### src/rtl/lif_serial_subtractor.sv
// lif_serial_subtractor
//   Bit-serial, LSB-first unsigned subtractor (a - b) for the LIF neuron
//   datapath. It applies leak and post-spike reset offsets to the membrane
//   potential. Operands are latched when a start is accepted. One bit is
//   processed per clock. The result and borrow are presented with a
//   one-cycle done pulse.
//
// Parameters
//   WIDTH    operand/result width (>= 2)
//   SATURATE 1: clamp the result to 0 on underflow; 0: modulo-2^WIDTH wrap
//
// Ports
//   clk     rising-edge clock
//   rst_n   asynchronous active-low reset
//   start   request, sampled only while busy=0
//   a, b    minuend / subtrahend, unsigned
//   busy    operation in progress
//   done    one-cycle completion pulse
//   diff    result, held until the next completion
//   borrow  1 when a < b, held with diff
module lif_serial_subtractor #(
  parameter int WIDTH    = 10,
  parameter bit SATURATE = 1'b1
) (
  input  logic             clk,
  input  logic             rst_n,
  input  logic             start,
  input  logic [WIDTH-1:0] a,
  input  logic [WIDTH-1:0] b,
  output logic             busy,
  output logic             done,
  output logic [WIDTH-1:0] diff,
  output logic             borrow
);

  localparam int CW = (WIDTH > 1) ? $clog2(WIDTH) : 1;

  typedef enum logic {S_IDLE, S_RUN} state_t;

  state_t           r_state, w_state_nxt;
  logic [WIDTH-1:0] r_a_sr, r_b_sr, r_res, r_diff;
  logic [CW-1:0]    r_cnt;
  logic             r_bw, r_borrow, r_done;

  logic             w_d, w_bw_nxt, w_last;
  logic [WIDTH-1:0] w_res_nxt;

  // Full-subtractor slice on the current LSBs.
  assign w_d       = r_a_sr[0] ^ r_b_sr[0] ^ r_bw;
  assign w_bw_nxt  = (~r_a_sr[0] & r_b_sr[0]) | (~(r_a_sr[0] ^ r_b_sr[0]) & r_bw);
  // New bit enters at the MSB; after WIDTH shifts bit 0 holds the LSB.
  assign w_res_nxt = {w_d, r_res[WIDTH-1:1]};
  assign w_last    = (r_state == S_RUN) && (r_cnt == CW'(WIDTH-1));

  always_ff @(posedge clk or negedge rst_n) begin
    if (!rst_n) r_state <= S_IDLE;
    else        r_state <= w_state_nxt;
  end

  always_comb begin
    w_state_nxt = r_state;
    case (r_state)
      S_IDLE: if (start)  w_state_nxt = S_RUN;
      S_RUN:  if (w_last) w_state_nxt = S_IDLE;
      default:            w_state_nxt = S_IDLE;
    endcase
  end

  always_ff @(posedge clk or negedge rst_n) begin
    if (!rst_n) begin
      r_a_sr   <= '0;
      r_b_sr   <= '0;
      r_res    <= '0;
      r_cnt    <= '0;
      r_bw     <= 1'b0;
      r_diff   <= '0;
      r_borrow <= 1'b0;
      r_done   <= 1'b0;
    end else begin
      r_done <= 1'b0;
      if (r_state == S_IDLE) begin
        if (start) begin
          r_a_sr <= a;
          r_b_sr <= b;
          r_res  <= '0;
          r_cnt  <= '0;
          r_bw   <= 1'b0;
        end
      end else begin
        r_a_sr <= r_a_sr >> 1;
        r_b_sr <= r_b_sr >> 1;
        r_res  <= w_res_nxt;
        r_bw   <= w_bw_nxt;
        r_cnt  <= r_cnt + 1'b1;
        if (w_last) begin
          r_done   <= 1'b1;
          r_borrow <= w_bw_nxt;
          r_diff   <= (SATURATE && w_bw_nxt) ? '0 : w_res_nxt;
        end
      end
    end
  end

  assign busy   = (r_state == S_RUN);
  assign done   = r_done;
  assign diff   = r_diff;
  assign borrow = r_borrow;

endmodule
### config.mk
export PLATFORM = sky130hd
export DESIGN_NAME = lif_serial_subtractor
export DESIGN_NICKNAME = d
export VERILOG_FILES = /design/src/rtl/lif_serial_subtractor.sv
export SDC_FILE = /design/constraint.sdc
export NUM_CORES = 1
export LEC_CHECK = 0
export CORE_MARGIN = 8
export CORE_UTILIZATION = 49
export DETAILED_ROUTE_END_ITERATION = 10
export GPL_TIMING_DRIVEN = 0
export MAX_ROUTING_LAYER = met4
export PLACE_DENSITY = 0.83
export SYNTH_ARGS = -nofsm -noshare
export SYNTH_HDL_FRONTEND = slang
export SYNTH_SLANG_ARGS = --single-unit
export TNS_END_PERCENT = 10
### constraint.sdc
create_clock -name clk -period 1.8 [get_ports clk]
set_clock_uncertainty 0.05 [all_clocks]
set_input_delay 0.18 -clock clk [delete_from_list [all_inputs] [get_ports clk]]
set_output_delay 0.18 -clock clk [all_outputs]
set_load 0.005 [all_outputs]
==> results.md <==
Outcome:
- The flow ran to the end, and the final reports show no timing, DRC or antenna violations.

Logic synthesis:
- The flip-flop cell with the highest count after synthesis is dfrtp_1.
- The number of distinct library cells after synthesis is 22.
- The number of flops mapped to enable cells by yosys is 0.
- The register area share after synthesis is 55.56%.
- Yosys instantiated no cell more often than nand2_1.
- The mean cell area of the mapped netlist is 10.53 um2.
- After synthesis, the largest area contributor takes up 55.56% of total cell area.
- Summing every instance area after synthesis gives 2117 um2.
- The top cell type by total area after synthesis is dfrtp_1.
- In this run, synthesis produced a sequential element count of 47.
- Counting instances in the post-synthesis netlist gives the leading cell types as nand2_1, dfrtp_1, o21ai_0.
- The number of warnings issued by yosys is 0.
- After synthesis, the share of flip-flops with an asynchronous set or reset is 100.0%.
- After synthesis, the cell types taking the most area are dfrtp_1, mux2i_1, o21ai_0, nand2_1, nand2b_1.
- Counting every net in the synthesized netlist gives 227.
- Counting every instance in the synthesized netlist gives 201.

Timing:
- Adding up every negative setup slack in the final design gives 0 ns.
- The final setup violation count is 0.
- The highest attainable clock frequency is 660.6 MHz.
- The max-slew violation count is 0.
- Setup repair after global routing left no endpoint under its margin.
- The post-route clock period utilization is 84.10%.
- The final hold violation count is 0.
- In this run the tightest slew margin relative to its limit is 73.82%.
- Across all hold checks on the routed design, the worst slack comes to 0.1471 ns.
- For the pin with the worst max-slew slack, the measured transition is 0.3928 ns.
- The shortest period the worst path allows is 1.514 ns.

Setup path:
- The required time of the critical path is 1.57 ns.
- In this run the critical register-to-register path is launched from r_a_sr[0].
- The type of origin of the critical path is a flip-flop.
- The peak fanout along the critical path is 4.
- The count of buffer and inverter cells on the critical path is 1.
- The critical path is of the flip-flop to primary output type.
- The kind of end point of the critical path is a primary output.
- The gate family responsible for the most delay along the worst path is buffers and inverters.
- The slowest stage of the critical path is the clkdlybuf4s50_1 cell.
- For this run, the slowest stage of the critical path takes 0.54 ns.
- The start point of the critical path is busy.
- The critical path data arrival time is 1.28 ns.
- In this run the register-to-register setup slack is 0.32 ns.
- Walking the worst path, the cells encountered are clkdlybuf4s50_1.

Clock tree:
- The largest buffer count on any clock path is 2.
- Clock latency on the worst-skew pair, taken at its later pin, is 0.29 ns.
- The root buffer cell is clkbuf_8.
- The number of clock buffers added by TritonCTS is 5.
- The clock net in this run drives a total of 47 sinks.
- The number of instances resized during post-cts repair is 0.
- Clock-pin slew was measured on the worst setup and hold paths at 0.08 ns.
- The clock tree synthesis step divided the H-tree into 2 levels.
- The clock tree from TritonCTS is built.
- The number of setup buffers added after CTS is 0.

Power:
- The leakage power total is 0.001222 uW.
- The power per cell area is 1438 nW/um2.
- The part of the power in combinational logic is 37.8%.
- VDD sags by at most 0.8564 mV.
- Sequential cells burn 45.6% of the power.
- The post-route total power is 3790 uW.
- The switching power is 1279 uW.
- Of the total power, the share spent switching nets is 33.75%.
- The internal power of the cells totals 2511 uW.
- The power share of the clock group is 16.6%.

Finish:
- The post-route cell area is 2635 um2.
- Summing all flip-flop and latch instances after layout gives 1176 um2.
- The final net count is 270.
- The repair_antennas step left the layout with diodes totalling 0.
- The utilization after layout is 61.80%.
- The area growth from synthesis to layout is 24.47%.
- The number of inserted filler cells in the final layout is 363.
- The fraction of layout instances using a drive strength above 1 is 9.016%.
- The combined area of the multi-input logic cells is 803.3 um2.

Die:
- The die area is 6680 um2.
- The floorplan has 24 rows.
- The core region is 4264 um2.
- The width of the die is 81.73 um.
- The die is 81.73 um tall.
- The top-level port count is 36.
- The initial core utilization is 49.65%.

Route:
- For this block, the initial DRC count from the detailed router was 89.
- The routed wire length per instance is 13.65 um.
- The detail route stage leaves a number of antenna-violating nets equal to 0.
- Dividing the detail-routed via count by the number of cells gives 5.024.
- In the routed design, unresolved DRC markers number 0.
- The vias after detailed routing is 1487.
- The aggregate routed wire length is 4039 um.
- The first TritonRoute pass finished after 4 iterations.

Placement:
- The final weighted congestion in routability-driven placement is 0.7748.
- Once placement finished, the instance area stood at 2537 um2.
- The number of port buffers is 34.
- The estimated wirelength of the detail-placed design is 3012 um.

GRT:
- The remaining global-route overflow is 0.
- The via count of the first global-routing pass is 1574.
- The largest net degree at the start of global routing is 38.
- The number of antenna violations at the first check in global routing is 0.
- The global-route usage over all layers is 13.97%.
- The first-pass GRT wire length is 7058 um.

Min path:
- The hold path startpoint is start.
- In this run the worst hold path is classified as input port to flip-flop.

Flow run:
- The max-capacitance violation count is 0.
-- path summary, 6_finish.rpt --
check                       endpoint  cells after the start
min in group asynchronous    diff[7]                      2
max reg2reg                  diff[3]                      4
min reg2reg                  diff[9]                      2
max in group asynchronous  r_b_sr[3]                      3
min                             busy                      3
max                             busy                      1
-- routing by layer --
layer  part of all wire (%)  GRT usage (%)
met1                     45          17.32
met2                     46          20.92
met3                    7.2          5.033
met4                    1.3          4.211
met5                      0              -
-- area by class of cell --
type	count	area share, %
sequential	47	44.63
multi-input combinational	136	30.48
timing repair buffer	36	13.87
buffer	14	4.653
clock buffer	6	3.134
tap	52	2.469
inverter	4	0.5698
clock inverter	1	0.1899
-- through the flow --
step           std cells  setup slack, ns
6_report             296           0.2863
5_1_grt              296           0.2299
3_3_place_gp         287          -0.7940
3_5_place_dp         288           0.3209
2_1_floorplan        201           0.4744
4_1_cts              296           0.2625
-- state kept, by name, summed over array words and instances, names as in the netlist --
signal,flops
busy,1
borrow,1
done,1
r_bw,1
r_a_sr,10
r_cnt,4
r_res,9
diff,10
r_b_sr,10
-- power groups by stage --
stage / Clock, uW / Sequential [uW] / Combinational [uW]
final: 628 / 1730 / 1430
after global routing: 699 / 1790 / 1640
after CTS: 649 / 1730 / 1470
after detailed placement: 0 / 1750 / 1460
after global placement: 0 / 1730 / 1400
after floorplan: 0 / 1710 / 947
-- repair_timing --
action                                 CTS  global route
setup endpoints to repair                0             0
endpoints found under the hold margin   10             0
hold buffers                             1             0
-- placed cells by master, fill, tap and decap left out, drive strengths merged --
| master | instances |
|---|---|
| nor2 | 4 |
| ha | 2 |
| clkinv | 1 |
| fa | 1 |
| clkbuf | 9 |
| nand3 | 1 |
| nand2 | 49 |
| xnor2 | 1 |
| clkdlybuf4s50 | 33 |
| dfrtp | 47 |
| o21ai | 39 |
| nand4b | 1 |
| inv | 4 |
| xor2 | 1 |
| dlygate4sd3 | 1 |
| nand2b | 13 |
| buf | 13 |
| o31ai | 2 |
| mux2i | 21 |
| a22o | 1 |
-- cell families (layout without fill, tap and decap cells) --
group,after synthesis,after routing,share of synthesized area [%]
AOI/OAI and AO/OA,42,42,10.34
muxes,21,21,9.929
DFF,47,47,55.56
and+or+nand+nor,68,68,14.72
adders and majority gates,3,3,2.128
xor gates and xnor gates,2,2,0.8276
buffers and inverters,18,61,6.501
Note: power is estimated with default switching activity, not from simulation.
